[src/rtl/spi_master_apb_if.sv]
// APB register-bus bundle for spi_master_apb; master drives the request, slave answers.
interface spi_master_apb_if #(
    parameter int DW = 8
);
    logic          psel_i;
    logic          penable_i;
    logic          pwrite_i;
    logic [7:0]    paddr_i;
    logic [DW-1:0] pwdata_i;
    logic [DW-1:0] prdata_o;
    logic          pready_o;
    logic          perror_o;

    modport master (
        output psel_i, penable_i, pwrite_i, paddr_i, pwdata_i,
        input  prdata_o, pready_o, perror_o
    );

    modport slave (
        input  psel_i, penable_i, pwrite_i, paddr_i, pwdata_i,
        output prdata_o, pready_o, perror_o
    );
endinterface

[src/rtl/spi_master_apb.sv]
// Batch SPI master behind a zero-wait APB register file.
// Optional feature: define SPI_LOOPBACK_EN to implement the CSSEL[7] internal loopback.
module spi_master_apb #(
    parameter int DW        = 8,
    parameter int NUM_TXS   = 8,
    parameter int NUM_CS    = 3,
    parameter int GAP_SCLKS = 5
) (
    input  logic              pclk_i,
    input  logic              prst_i,
    spi_master_apb_if.slave   apb,
    output logic              sclk_o,
    output logic              mosi_o,
    input  logic              miso_i,
    output logic [NUM_CS-1:0] cs_n_o
);
    localparam int SW   = (NUM_TXS > 1) ? $clog2(NUM_TXS) : 1;
    localparam int PMAX = (DW > GAP_SCLKS + 1) ? DW : GAP_SCLKS + 1;
    localparam int CW   = $clog2(PMAX + 1);
    localparam int BW   = $clog2(DW);

    typedef enum logic [2:0] {S_IDLE, S_SETUP, S_ADDR, S_GAP, S_DATA, S_HOLD} state_t;
    state_t state_reg, state_next;

    logic [DW-1:0]     addr_mem  [NUM_TXS];
    logic [DW-1:0]     data_mem  [NUM_TXS];
    logic [DW-1:0]     rdata_mem [NUM_TXS];
    logic              cpol_reg, cpha_reg, lsb_reg, done_reg, half_reg;
    logic [3:0]        count_reg, slot_reg, last_slot;
    logic [7:0]        clkdiv_reg, div_cnt_reg;
    logic [2:0]        cs_idx_reg;
    logic [CW-1:0]     bit_cnt_reg;
    logic [DW-1:0]     rx_reg, rx_next, tx_word, rd_data;
    logic [NUM_CS-1:0] cs_n_reg, cs_sel;
    logic [BW-1:0]     bit_pos;
    logic [SW-1:0]     slot_idx, cur_slot;
    logic              acc, wr, err, wr_ok, busy, start_wr, mapped, lb_en, miso_int;
    logic              hit_addr, hit_data, hit_rdata, hit_ctrl, hit_stat, hit_div, hit_cssel;
    logic              half_tick, per_end, mid_tick, sample_tick, rx_done, is_rd_tx;

    // ---------------- APB decode ----------------
    assign acc       = apb.psel_i && apb.penable_i;
    assign wr        = acc && apb.pwrite_i;
    assign slot_idx  = apb.paddr_i[SW-1:0];
    assign hit_addr  = (apb.paddr_i[7:5] == 3'd0) && (int'(apb.paddr_i[4:0]) < NUM_TXS);
    assign hit_data  = (apb.paddr_i[7:5] == 3'd1) && (int'(apb.paddr_i[4:0]) < NUM_TXS);
    assign hit_rdata = (apb.paddr_i[7:5] == 3'd2) && (int'(apb.paddr_i[4:0]) < NUM_TXS);
    assign hit_ctrl  = (apb.paddr_i == 8'h60);
    assign hit_stat  = (apb.paddr_i == 8'h61);
    assign hit_div   = (apb.paddr_i == 8'h62);
    assign hit_cssel = (apb.paddr_i == 8'h63);
    assign busy      = (state_reg != S_IDLE);

    always_comb begin
        mapped = hit_addr | hit_data | hit_rdata | hit_ctrl | hit_stat | hit_div | hit_cssel;
        err    = !mapped;
        if (apb.pwrite_i) begin
            if (hit_rdata) err = 1'b1;
            if (hit_cssel && (int'(apb.pwdata_i[2:0]) >= NUM_CS)) err = 1'b1;
            // STATUS stays writable while busy so software can clear DONE
            if (busy && (hit_addr | hit_data | hit_ctrl | hit_div | hit_cssel)) err = 1'b1;
        end
    end

    assign wr_ok    = wr && !err;
    assign start_wr = wr_ok && hit_ctrl && apb.pwdata_i[0];

    always_comb begin
        rd_data = '0;
        if (hit_addr)  rd_data = addr_mem[slot_idx];
        if (hit_data)  rd_data = data_mem[slot_idx];
        if (hit_rdata) rd_data = rdata_mem[slot_idx];
        if (hit_ctrl)  rd_data = DW'({count_reg, lsb_reg, cpha_reg, cpol_reg, 1'b0});
        if (hit_stat)  rd_data = DW'({slot_reg, 2'b00, done_reg, busy});
        if (hit_div)   rd_data = DW'(clkdiv_reg);
        if (hit_cssel) rd_data = DW'({lb_en, 4'b0000, cs_idx_reg});
    end

    assign apb.pready_o = acc;
    assign apb.perror_o = acc && err;
    assign apb.prdata_o = (acc && !apb.pwrite_i && !err) ? rd_data : '0;

`ifdef SPI_LOOPBACK_EN
    logic lb_reg;
    always_ff @(posedge pclk_i) begin
        if (prst_i)                 lb_reg <= 1'b0;
        else if (wr_ok && hit_cssel) lb_reg <= apb.pwdata_i[7];
    end
    assign lb_en = lb_reg;
`else
    assign lb_en = 1'b0;
`endif

    // ---------------- register file ----------------
    always_ff @(posedge pclk_i) begin
        if (prst_i) begin
            for (int i = 0; i < NUM_TXS; i++) begin
                addr_mem[i]  <= '0;
                data_mem[i]  <= '0;
                rdata_mem[i] <= '0;
            end
            {count_reg, lsb_reg, cpha_reg, cpol_reg} <= '0;
            clkdiv_reg <= '0;
            cs_idx_reg <= '0;
        end else begin
            if (wr_ok && hit_addr) addr_mem[slot_idx] <= apb.pwdata_i;
            if (wr_ok && hit_data) data_mem[slot_idx] <= apb.pwdata_i;
            // with CPHA=1 the final sample lands on the same edge the phase ends
            if (rx_done)           rdata_mem[cur_slot] <= cpha_reg ? rx_next : rx_reg;
            if (wr_ok && hit_ctrl) {count_reg, lsb_reg, cpha_reg, cpol_reg} <= apb.pwdata_i[7:1];
            if (wr_ok && hit_div)  clkdiv_reg <= apb.pwdata_i[7:0];
            if (wr_ok && hit_cssel) cs_idx_reg <= apb.pwdata_i[2:0];
        end
    end

    // ---------------- SPI engine ----------------
    assign half_tick   = busy && (div_cnt_reg == clkdiv_reg);
    assign per_end     = half_tick && half_reg;
    assign mid_tick    = half_tick && !half_reg;
    assign cur_slot    = slot_reg[SW-1:0];
    assign last_slot   = (int'(count_reg) >= NUM_TXS) ? 4'(NUM_TXS - 1) : count_reg;
    assign is_rd_tx    = !addr_mem[cur_slot][DW-1];
    assign sample_tick = (state_reg == S_DATA) && (cpha_reg ? per_end : mid_tick);
    assign rx_done     = (state_reg == S_DATA) && (state_next == S_HOLD) && is_rd_tx;
    assign bit_pos     = lsb_reg ? bit_cnt_reg[BW-1:0] : BW'(DW - 1) - bit_cnt_reg[BW-1:0];
    assign miso_int    = lb_en ? mosi_o : miso_i;
    assign rx_next     = lsb_reg ? {miso_int, rx_reg[DW-1:1]} : {rx_reg[DW-2:0], miso_int};

    always_comb begin
        state_next = state_reg;
        tx_word    = '1;
        sclk_o     = cpol_reg;
        mosi_o     = 1'b1;
        case (state_reg)
            S_IDLE:  if (start_wr) state_next = S_SETUP;
            S_SETUP: if (per_end) state_next = S_ADDR;
            S_ADDR: begin
                tx_word = addr_mem[cur_slot];
                if (per_end && bit_cnt_reg == CW'(DW - 1)) state_next = S_GAP;
            end
            S_GAP:   if (per_end && bit_cnt_reg == CW'(GAP_SCLKS - 1)) state_next = S_DATA;
            S_DATA: begin
                tx_word = is_rd_tx ? '1 : data_mem[cur_slot];
                if (per_end && bit_cnt_reg == CW'(DW - 1)) state_next = S_HOLD;
            end
            // one extra period in HOLD rounds a transaction to 2+2*DW+2*GAP_SCLKS periods
            S_HOLD:  if (per_end && bit_cnt_reg == CW'(GAP_SCLKS))
                         state_next = (slot_reg == last_slot) ? S_IDLE : S_SETUP;
            default: state_next = S_IDLE;
        endcase
        if (state_reg == S_ADDR || state_reg == S_DATA) begin
            sclk_o = cpol_reg ^ cpha_reg ^ half_reg;
            mosi_o = tx_word[bit_pos];
        end
    end

    for (genvar gi = 0; gi < NUM_CS; gi++) begin : g_cs
        assign cs_sel[gi] = (int'(cs_idx_reg) == gi);
    end

    always_ff @(posedge pclk_i) begin
        if (prst_i) begin
            state_reg   <= S_IDLE;
            div_cnt_reg <= '0;
            half_reg    <= 1'b0;
            bit_cnt_reg <= '0;
            slot_reg    <= '0;
            rx_reg      <= '0;
            done_reg    <= 1'b0;
            cs_n_reg    <= '1;
        end else begin
            state_reg <= state_next;
            if (state_next != state_reg) bit_cnt_reg <= '0;
            else if (per_end)            bit_cnt_reg <= bit_cnt_reg + 1'b1;
            if (!busy || half_tick) div_cnt_reg <= '0;
            else                    div_cnt_reg <= div_cnt_reg + 8'd1;
            if (!busy)          half_reg <= 1'b0;
            else if (half_tick) half_reg <= ~half_reg;
            if (start_wr) slot_reg <= '0;
            else if (state_reg == S_HOLD && state_next == S_SETUP) slot_reg <= slot_reg + 4'd1;
            if (sample_tick) rx_reg <= rx_next;
            if (state_reg == S_HOLD && state_next == S_IDLE)     done_reg <= 1'b1;
            else if (wr_ok && hit_stat && apb.pwdata_i[1])       done_reg <= 1'b0;
            // chip select trails the state by one pclk
            if ((state_reg == S_SETUP || state_reg == S_ADDR || state_reg == S_GAP ||
                 state_reg == S_DATA) && !lb_en)
                cs_n_reg <= ~cs_sel;
            else
                cs_n_reg <= '1;
        end
    end

    assign cs_n_o = cs_n_reg;
endmodule

[src/flat_wrapper.sv]
// flat-port wrapper written by rule: the top's interface ports become plain ports
module spi_master_apb_flat 
#(
    parameter int DW        = 8,
    parameter int NUM_TXS   = 8,
    parameter int NUM_CS    = 3,
    parameter int GAP_SCLKS = 5
)
  (pclk_i, prst_i, sclk_o, mosi_o, miso_i, cs_n_o, apb_psel_i, apb_penable_i, apb_pwrite_i, apb_paddr_i, apb_pwdata_i, apb_prdata_o, apb_pready_o, apb_perror_o);
  spi_master_apb_if #(.DW(DW)) apb_i ();
  input  logic pclk_i;
  input  logic prst_i;
  output logic sclk_o;
  output logic mosi_o;
  input  logic miso_i;
  output logic [NUM_CS-1:0] cs_n_o;
  input wire logic [$bits(apb_i.psel_i)-1:0] apb_psel_i;
  input wire logic [$bits(apb_i.penable_i)-1:0] apb_penable_i;
  input wire logic [$bits(apb_i.pwrite_i)-1:0] apb_pwrite_i;
  input wire logic [$bits(apb_i.paddr_i)-1:0] apb_paddr_i;
  input wire logic [$bits(apb_i.pwdata_i)-1:0] apb_pwdata_i;
  output wire logic [$bits(apb_i.prdata_o)-1:0] apb_prdata_o;
  output wire logic [$bits(apb_i.pready_o)-1:0] apb_pready_o;
  output wire logic [$bits(apb_i.perror_o)-1:0] apb_perror_o;
  assign apb_i.psel_i = apb_psel_i;
  assign apb_i.penable_i = apb_penable_i;
  assign apb_i.pwrite_i = apb_pwrite_i;
  assign apb_i.paddr_i = apb_paddr_i;
  assign apb_i.pwdata_i = apb_pwdata_i;
  assign apb_prdata_o = apb_i.prdata_o;
  assign apb_pready_o = apb_i.pready_o;
  assign apb_perror_o = apb_i.perror_o;
  spi_master_apb #(.DW(DW), .NUM_TXS(NUM_TXS), .NUM_CS(NUM_CS), .GAP_SCLKS(GAP_SCLKS)) u_core (.pclk_i(pclk_i), .prst_i(prst_i), .apb(apb_i), .sclk_o(sclk_o), .mosi_o(mosi_o), .miso_i(miso_i), .cs_n_o(cs_n_o));
endmodule
[config.mk]
export PLATFORM = sky130hd
export DESIGN_NAME = spi_master_apb_flat
export DESIGN_NICKNAME = d
export VERILOG_FILES = /design/src/rtl/spi_master_apb_if.sv /design/src/rtl/spi_master_apb.sv /design/src/flat_wrapper.sv
export SDC_FILE = /design/constraint.sdc
export NUM_CORES = 1
export LEC_CHECK = 0
export CAP_MARGIN = 20
export CORE_MARGIN = 5
export CORE_UTILIZATION = 57
export CTS_CLUSTER_DIAMETER = 40
export DETAILED_ROUTE_END_ITERATION = 6
export DONT_BUFFER_PORTS = 1
export PLACE_DENSITY = 0.81
export SYNTH_ARGS = -nofsm -noshare
export SYNTH_HDL_FRONTEND = slang
export SYNTH_SLANG_ARGS = --single-unit
[constraint.sdc]
create_clock -name pclk_i -period 4.28 [get_ports pclk_i]
set_input_delay 0.856 -clock pclk_i [delete_from_list [all_inputs] [get_ports pclk_i]]
set_output_delay 0.856 -clock pclk_i [all_outputs]
set_load 0.02 [all_outputs]
==> qor.txt <==
Worst Max-Slew Pin Slew -> 1140 ps
Worst setup path category -> reg -> out
Antenna-violating nets left -> 0
Number of levels in the clock H-tree -> 2
Clock tree root buffer cell -> sky130_fd_sc_hd__clkbuf_16
NetSw -> 0.00127 W
Hold Violations, Final -> 0
Vertical die dimension -> 164 µm
Final-report max-slew violation count -> 0
TritonCTS clock tree -> yes
Largest net degree at the start of global routing -> 73
Total GRT Usage -> 0.301
Proportion of layout cells with a drive suffix above 1 -> 0.152
Combinational Power Share -> 0.043
Number of cells traversed by the worst register-to-register path -> 7
Post-synthesis area per instance -> 11.5 µm²
Most frequent standard cell in the layout excluding fill and tap cells -> sky130_fd_sc_hd__edfxtp_1
Switching Share -> 0.225
Share of the synthesized area in the top cell type -> 0.429
Number of search-and-repair iterations in the first detailed-routing pass -> 6
Slew headroom -> 0.231
Detailed router's first-iteration violation count -> 1555
Sequential fraction of design power -> 0.475
Clock slew at reported path FFs -> 50 ps
Worst-case vdd ir drop -> 323 µV
Clock Skew -> 28.9 ps
Number of cell rows -> 56
Total CTS buffers -> 34
Async set-reset flop share out of synthesis -> 0
Top library cells by usage in the layout, fill and taps aside -> 192 x sky130_fd_sc_hd__edfxtp_1, 131 x sky130_fd_sc_hd__and2_1, 78 x sky130_fd_sc_hd__nor3_1, 70 x sky130_fd_sc_hd__nand2_1, 68 x sky130_fd_sc_hd__nor2_1
Number of max-cap violations -> 0
Setup repair after global routing missed its margin -> false
Clk Latency, worst-skew pair -> 530 ps
I/O Pins -> 37
Overflow left after global routing -> 0
Final HPWL DP -> 27700 µm
Shortest period the worst path allows -> 4040 ps
Share of total power in the clock network -> 0.481
Peak fanout along the critical path -> 25
Synthesized netlist cell count -> 1169
Chip Width -> 164 µm
Run status -> finished, final reports clean
Worst hold path cell count -> 1
Diode count -> 0
Summed instance area of the synthesized netlist -> 13400 µm²
Maximum clock frequency -> 248 MHz
Via count of the first global-routing pass -> 9689
Via/cell ratio -> 6.82
Global placement routability congestion -> 1.07
Hold buffer count at CTS -> 0
Final cycle utilization of the critical path -> 0.943
Leakage -> 5.07 nW
# DRC -> 0
Post-CTS setup buffers -> 0
Total of endpoints with negative setup slack in the final report -> 0
Required @ worst endpoint -> 3420 ps
Final setup TNS -> 0 ps
Dominant cell type by area after synthesis -> sky130_fd_sc_hd__edfxtp_1
Worst path setup slack after routing -> 245 ps
Commonest register cell after synthesis -> sky130_fd_sc_hd__edfxtp_1
Pint -> 0.00437 W
Arrival time reported for the critical path endpoint -> 3180 ps
Path type of the worst min-delay path -> in -> reg
Largest registers -> u_core.addr_mem (64), u_core.data_mem (64), u_core.rdata_mem (64)
Clock sink count -> 245
Maximum buffer depth of the clock tree -> 3
NumNets Final -> 1177
Dominant cells by area after synthesis -> sky130_fd_sc_hd__edfxtp_1 43%, sky130_fd_sc_hd__dfxtp_1 7.9%, sky130_fd_sc_hd__mux4_2 6.4%, sky130_fd_sc_hd__and2_1 6.1%, sky130_fd_sc_hd__mux2i_1 5.0%
Count of flip-flops with a built-in enable after synthesis -> 192
Setup WS pre-CTS -> 594 ps
Detailed-route via count -> 10.2k
Critical path startpoint category -> register
Number of buffers added on ports -> 0
Number of antenna violations at the first check in global routing -> 0
Sequential share of the synthesized area -> 0.508
Initial cell density of the core -> 0.576
First-pass GRT wire length -> 60200 µm
Number of distinct standard cells referenced by the synthesized netlist -> 81
Number of warnings reported in the yosys synthesis log -> 0
Detailed-route wire length per cell -> 26.7 µm
PostCTS Resize Cnt -> 0
Yosys reg bits -> 245
Synthesized Nets -> 1196
Wirelength, routed -> 39800 µm
CORE AREA -> 23300 µm²
Endpoint kind of the worst setup timing path -> output port
Area growth, synth to finish -> 9.88%
Total die area -> 26700 µm²
Power per unit of standard cell area -> 382 nW/µm²
## area by class of cell
type,count,area [µm²]
sequential,245,6830
timing repair buffer,26,220
fill,1756,8570
clock inverter,21,204
clock buffer,39,891
inverter,13,48.8
tap,319,399
multi-input combinational,830,6170
## critical path, stage by stage (launching register included)
cell and delay (ps):
sky130_fd_sc_hd__dfxtp_2 730, sky130_fd_sc_hd__buf_4 360, sky130_fd_sc_hd__nor2b_1 80, sky130_fd_sc_hd__a2111oi_0 530, sky130_fd_sc_hd__a31oi_1 90, sky130_fd_sc_hd__and3_1 210, sky130_fd_sc_hd__o21ai_0 250, sky130_fd_sc_hd__a311oi_1 190
sky130_fd_sc_hd__buf_4 220
## worst paths after layout
kind / startpoint / endpoint / slack [ps]
worst max-delay path: register / mosi_o / 240
worst min-delay path: prst_i / u_core.count_reg[0]$_SDFFE_PP0N_ / 480
worst max register to register: u_core.clkdiv_reg[6]$_SDFFE_PP0P_ / u_core.rdata_mem[2][2]$_SDFFCE_PN0P_ / 930
worst min register to register: u_core.rx_reg[7]$_SDFFE_PP0P_ / u_core.rx_reg[7]$_SDFFE_PP0P_ / 510
## power by group through the flow
stage	clock, W	sequential [W]	combinational [W]
2_1_floorplan	0	0.00269	0.000218
3_3_place_gp	0	0.00272	0.000234
5_1_grt	0.00284	0.00268	0.000258
4_1_cts	0.00273	0.00268	0.000238
3_5_place_dp	0	0.00272	0.000236
6_report	0.00271	0.00268	0.000245
## Yosys cell counts, drive strengths merged (11+ instances only)
cell type and instances:
buf 35, mux4 38, nor2 69, nor3 82
dfxtp 53, inv 13, nor4 19, a22oi 13
mux2 13, a21oi 21, clkbuf 46, a211oi 24
or3 11, nor2b 20, o21ai 34, mux2i 67
and2 132, nand2 70, nand3 28, xor2 19
or2 18, edfxtp 192, o22ai 16
## metrics by stage
stage	utilization	hold WS [ps]	cell area [µm²]	cells	total power, W
floorplan	-	392	13400	1169	0.00291
global placement	0.586	465	13700	1433	0.00296
detailed placement	0.586	480	13700	1433	0.00296
CTS	0.633	435	14800	1493	0.00564
global route	0.633	443	14800	1493	0.00577
finish	0.633	479	14800	1493	0.00564
## cell families after synthesis
| kind of cell | share of synthesized area |
|---|---|
| fa+ha+maj | 0.00466 |
| mux | 0.125 |
| xor+xnor | 0.0176 |
| flops | 0.508 |
| buf+inv | 0.0332 |
| compound gates | 0.0997 |
| simple gates | 0.212 |
## metal layers
metal | vias to the layer above | share of wire | GRT usage
li1 | 4404 | - | -
met4 | 0 | 0.045 | 0.119
met5 | - | 0 | 0
met3 | 148 | 0.13 | 0.0722
met2 | 760 | 0.46 | 0.474
met1 | 4873 | 0.37 | 0.406
(Power assumes the default switching activity.)
==> variant 1 (config.mk and constraints unchanged) <==
Encoding of `state_t`: now Gray code (3 bits for 6 states).
--- a/src/rtl/spi_master_apb.sv
+++ b/src/rtl/spi_master_apb.sv
@@ -19,7 +19,7 @@
     localparam int CW   = $clog2(PMAX + 1);
     localparam int BW   = $clog2(DW);
 
-    typedef enum logic [2:0] {S_IDLE, S_SETUP, S_ADDR, S_GAP, S_DATA, S_HOLD} state_t;
+    typedef enum logic [2:0] {S_IDLE = 3'b000, S_SETUP = 3'b001, S_ADDR = 3'b011, S_GAP = 3'b010, S_DATA = 3'b110, S_HOLD = 3'b111} state_t;
     state_t state_reg, state_next;
 
     logic [DW-1:0]     addr_mem  [NUM_TXS];
Check against the original RTL: no difference found for any inputs over 4 cycles, from zero or initial values and one cycle with prst_i high; so few cycles prove little.
==> variant 1 against the original RTL <==
  * Setup slack better by 73 ps
  * Cell area is 2.5% higher
  * Sequential cell count stayed put
  * Area after synthesis is 0.92% higher
  * Wire length is 1.5% higher
  * Core utilization is 1.2 points higher
  * Power is 5.7% higher
  * Critical path type unchanged
  * Largest cell class unchanged
  * Combinational power hardly changed
  * Count of clock-buffer cells in the layout is 3 higher
==> variant 1: results <==
group,metric,value,unit
synth,ys_seq_area_share,50.35,%
grt,grt_pass1_vias,10211,
critical_path,rrSetupSlack,1050,ps
synth,synth_cells,1237,
critical_path,timing.rr.end,"u_core.data_mem[2][6]",
critical_path,cp_slowest_stage_delay,700,ps
run_status,outcome,"finished, final reports clean",
placement,dp.cells,1502,
synth,synth.distinct_cells,73,
placement,placed_area,13870,um2
pwr,ir_worst_vdd,0.3463,mV
routing,vias,10568,
synth,syn_nets,1264,
pwr,p_int,4.612,mW
pwr,pwr-share-seq,44.7,%
timing,finClkSkew,24.06,ps
grt,grt_max_degree,90,
routing,dr.pass1.iters,5,
routing,drtIter0Drc,1528,
routing,finalWirelength,40.42,mm
routing,vias_per_cell,6.731,
critical_path,r2r-start,"u_core.state_reg[2]",
clock_tree,cts_made_buffers,37,
grt,grt_use_total,30.23,%
timing,max_slew_margin,37.95,%
placement,place.gp.congestion,1.022,
[variant 1: cell families after synthesis]
| kind of cell | Yosys count | synth area share (%) |
|---|---|---|
| AO/OA/AOI/OAI | 199 | 9.524 |
| adder cells (fa/ha/maj) | 5 | 0.4614 |
| XOR/XNOR | 26 | 1.680 |
| flip-flops | 245 | 50.35 |
| buffers and inverters | 118 | 3.719 |
| AND/OR/NAND/NOR | 522 | 21.13 |
| multiplexers | 122 | 13.13 |
[variant 1: final cells by class]
| type | instances | area (um2) | area share, % |
|---|---|---|---|
| flip-flops and latches | 245 | 6832 | 45.15 |
| clock inverters | 26 | 259.0 | 1.712 |
| clock buffers | 42 | 997.2 | 6.591 |
| multi-input cells | 874 | 6228 | 41.17 |
| inverters | 21 | 78.83 | 0.5210 |
| repair buffers | 43 | 335.3 | 2.216 |
| well taps | 319 | 399.1 | 2.638 |
[variant 1: per-layer routing]
metal / global-route usage, % / share of wire [%] / vias up
li1: - / - / 4571
met1: 40.05 / 37 / 4995
met2: 45.96 / 45 / 811
met3: 7.679 / 12 / 189
met4: 15.78 / 6.1 / 2
met5: 1.326 / 0.12 / -
[variant 1: worst register-to-register path: stages (launching register included)]
cell       delay (ps)
dfxtp_1           490
nor3_2            450
o2111ai_1         200
a21oi_1           250
and2_1            250
nand2_2           250
nor4_4            540
or2_1             440
[variant 1: worst min-delay path by stage]
stage	startpoint	end	slack, ps
floorplan	u_core.cs_idx_reg[1]	u_core.cs_n_o[2]	390
finish	prst_i	u_core.cpol_reg	410
detailed placement	u_core.cs_idx_reg[1]	u_core.cs_n_o[2]	450
global placement	u_core.cs_idx_reg[1]	u_core.cs_n_o[2]	440
global route	prst_i	u_core.cpol_reg	400
CTS	prst_i	u_core.clkdiv_reg[0]	390
==> variant 2 (same flow settings) <==
Made on the original files. Add a define of `SPI_LOOPBACK_EN`.
--- a/src/rtl/spi_master_apb.sv
+++ b/src/rtl/spi_master_apb.sv
@@ -1,5 +1,7 @@
 // Batch SPI master behind a zero-wait APB register file.
 // Optional feature: define SPI_LOOPBACK_EN to implement the CSSEL[7] internal loopback.
+`define SPI_LOOPBACK_EN
+
 module spi_master_apb #(
     parameter int DW        = 8,
     parameter int NUM_TXS   = 8,
Behaviour: not the same (a bounded check fails within 4 cycles, from zero or initial values and one cycle with prst_i high).
==> variant 2 against the original RTL <==
  * Area after synthesis is 5.0% lower
  * Register-to-register slack worse by 200 ps
  * Sequential power hardly changed
  * Power is 2.7% lower
  * Cell count is 1.9% lower
  * Global-route usage hardly changed
  * Wire length is 2.2% lower
  * Setup slack worse by 35 ps
  * Cell area is 3.9% lower
  * Sequential cell count is 1 higher
  * Core utilization is 1.3 points higher
  * Count of clock-buffer cells in the layout is 3 lower
==> variant 2: results <==
group,metric,value,unit
placement,place.gp.congestion,1.017,
clock_tree,cts_buffer_depth,3,
clock_tree,cts_made_buffers,31,
placement,placed_area,13130,um2
critical_path,worst_path_max_delay_cell,"mux4_2",
placement,dp.cells,1407,
final_layout,final_cells,1464,
critical_path,arrival,3210,ps
timing,max_slew_margin,36.04,%
routing,wire_per_inst,26.59,um
hold_path,hold_end,"u_core.lsb_reg",
synth,synthTopCellsByCount,"192 x edfxtp_1, 142 x nor2_1, 132 x and2_1",
routing,drtIter0Drc,1362,
critical_path,cp_slowest_stage_delay,560,ps
pwr,leakage,4.861,nW
critical_path,timing.rr.end,"u_core.rdata_mem[3][7]",
clock_tree,htree_levels,1,
critical_path,worst_r2r_path_depth,8,
final_layout,drive_above_1_share,14.10,%
clock_tree,insertion_delay,580,ps
critical_path,crit_fanout,15,
timing,finClkSkew,27.46,ps
synth,synth.area.top_cells,"edfxtp_1 45%, dfxtp_1 8.5%, and2_1 6.5%, mux2i_1 5.1%, mux4_2 4.8%",
placement,pre_cts_ws,488.2,ps
timing,holdWs,364.3,ps
run_status,outcome,"finished, final reports clean",
final_layout,fillers,1666,
grt,grt_use_total,30.05,%
placement,dp_hpwl,27.74,mm
synth,synth.distinct_cells,65,
timing,max_clock_freq,245.7,MHz
critical_path,rrSetupSlack,730,ps
final_layout,top_regs,"u_core.addr_mem: 64 flops, u_core.data_mem: 64 flops, u_core.rdata_mem: 64 flops",
synth,syn_area_per_cell,10.99,um2
grt,antenna_found_initial,2,
pwr,ir_worst_vdd,0.3265,mV
grt,grt_max_degree,63,
critical_path,crit_family,"compound AO/OA/AOI/OAI gates",
hold_path,hold_start,"prst_i",
synth,syn_nets,1188,
grt,grt_pass1_wl,58.62,mm
variant 2: routing by layer:
metal,share of wire (%),track usage [%],routed length (um)
met1,38,41.31,14870
met2,44,45.49,17120
met3,14,9.536,5293
met4,4.2,10.45,1633
met5,0.026,0,10
variant 2: power by group:
group          internal [mW]  total (mW)  switching [mW]  leakage, nW
Combinational         0.0802       0.206           0.126         1.96
Clock                   1.55        2.60            1.05        0.505
Sequential              2.63        2.68          0.0447         2.39
Total                   4.27        5.48            1.22         4.86
variant 2: kinds of logic after synthesis:
logic type / share of synthesized area, %
simple gates: 19.86
flops: 53.64
compound gates: 10.58
mux: 10.92
buf+inv: 2.803
xor+xnor: 1.715
fa+ha+maj: 0.4901
variant 2: cell type report:
class	count	area (um2)	area share, %
flip-flops and latches	246	6852	48.29
multi-input cells	825	5567	39.24
clock buffers	36	845.8	5.962
well taps	280	350.3	2.469
repair buffers	43	320.3	2.258
clock inverters	20	200.2	1.411
inverters	14	52.55	0.3704
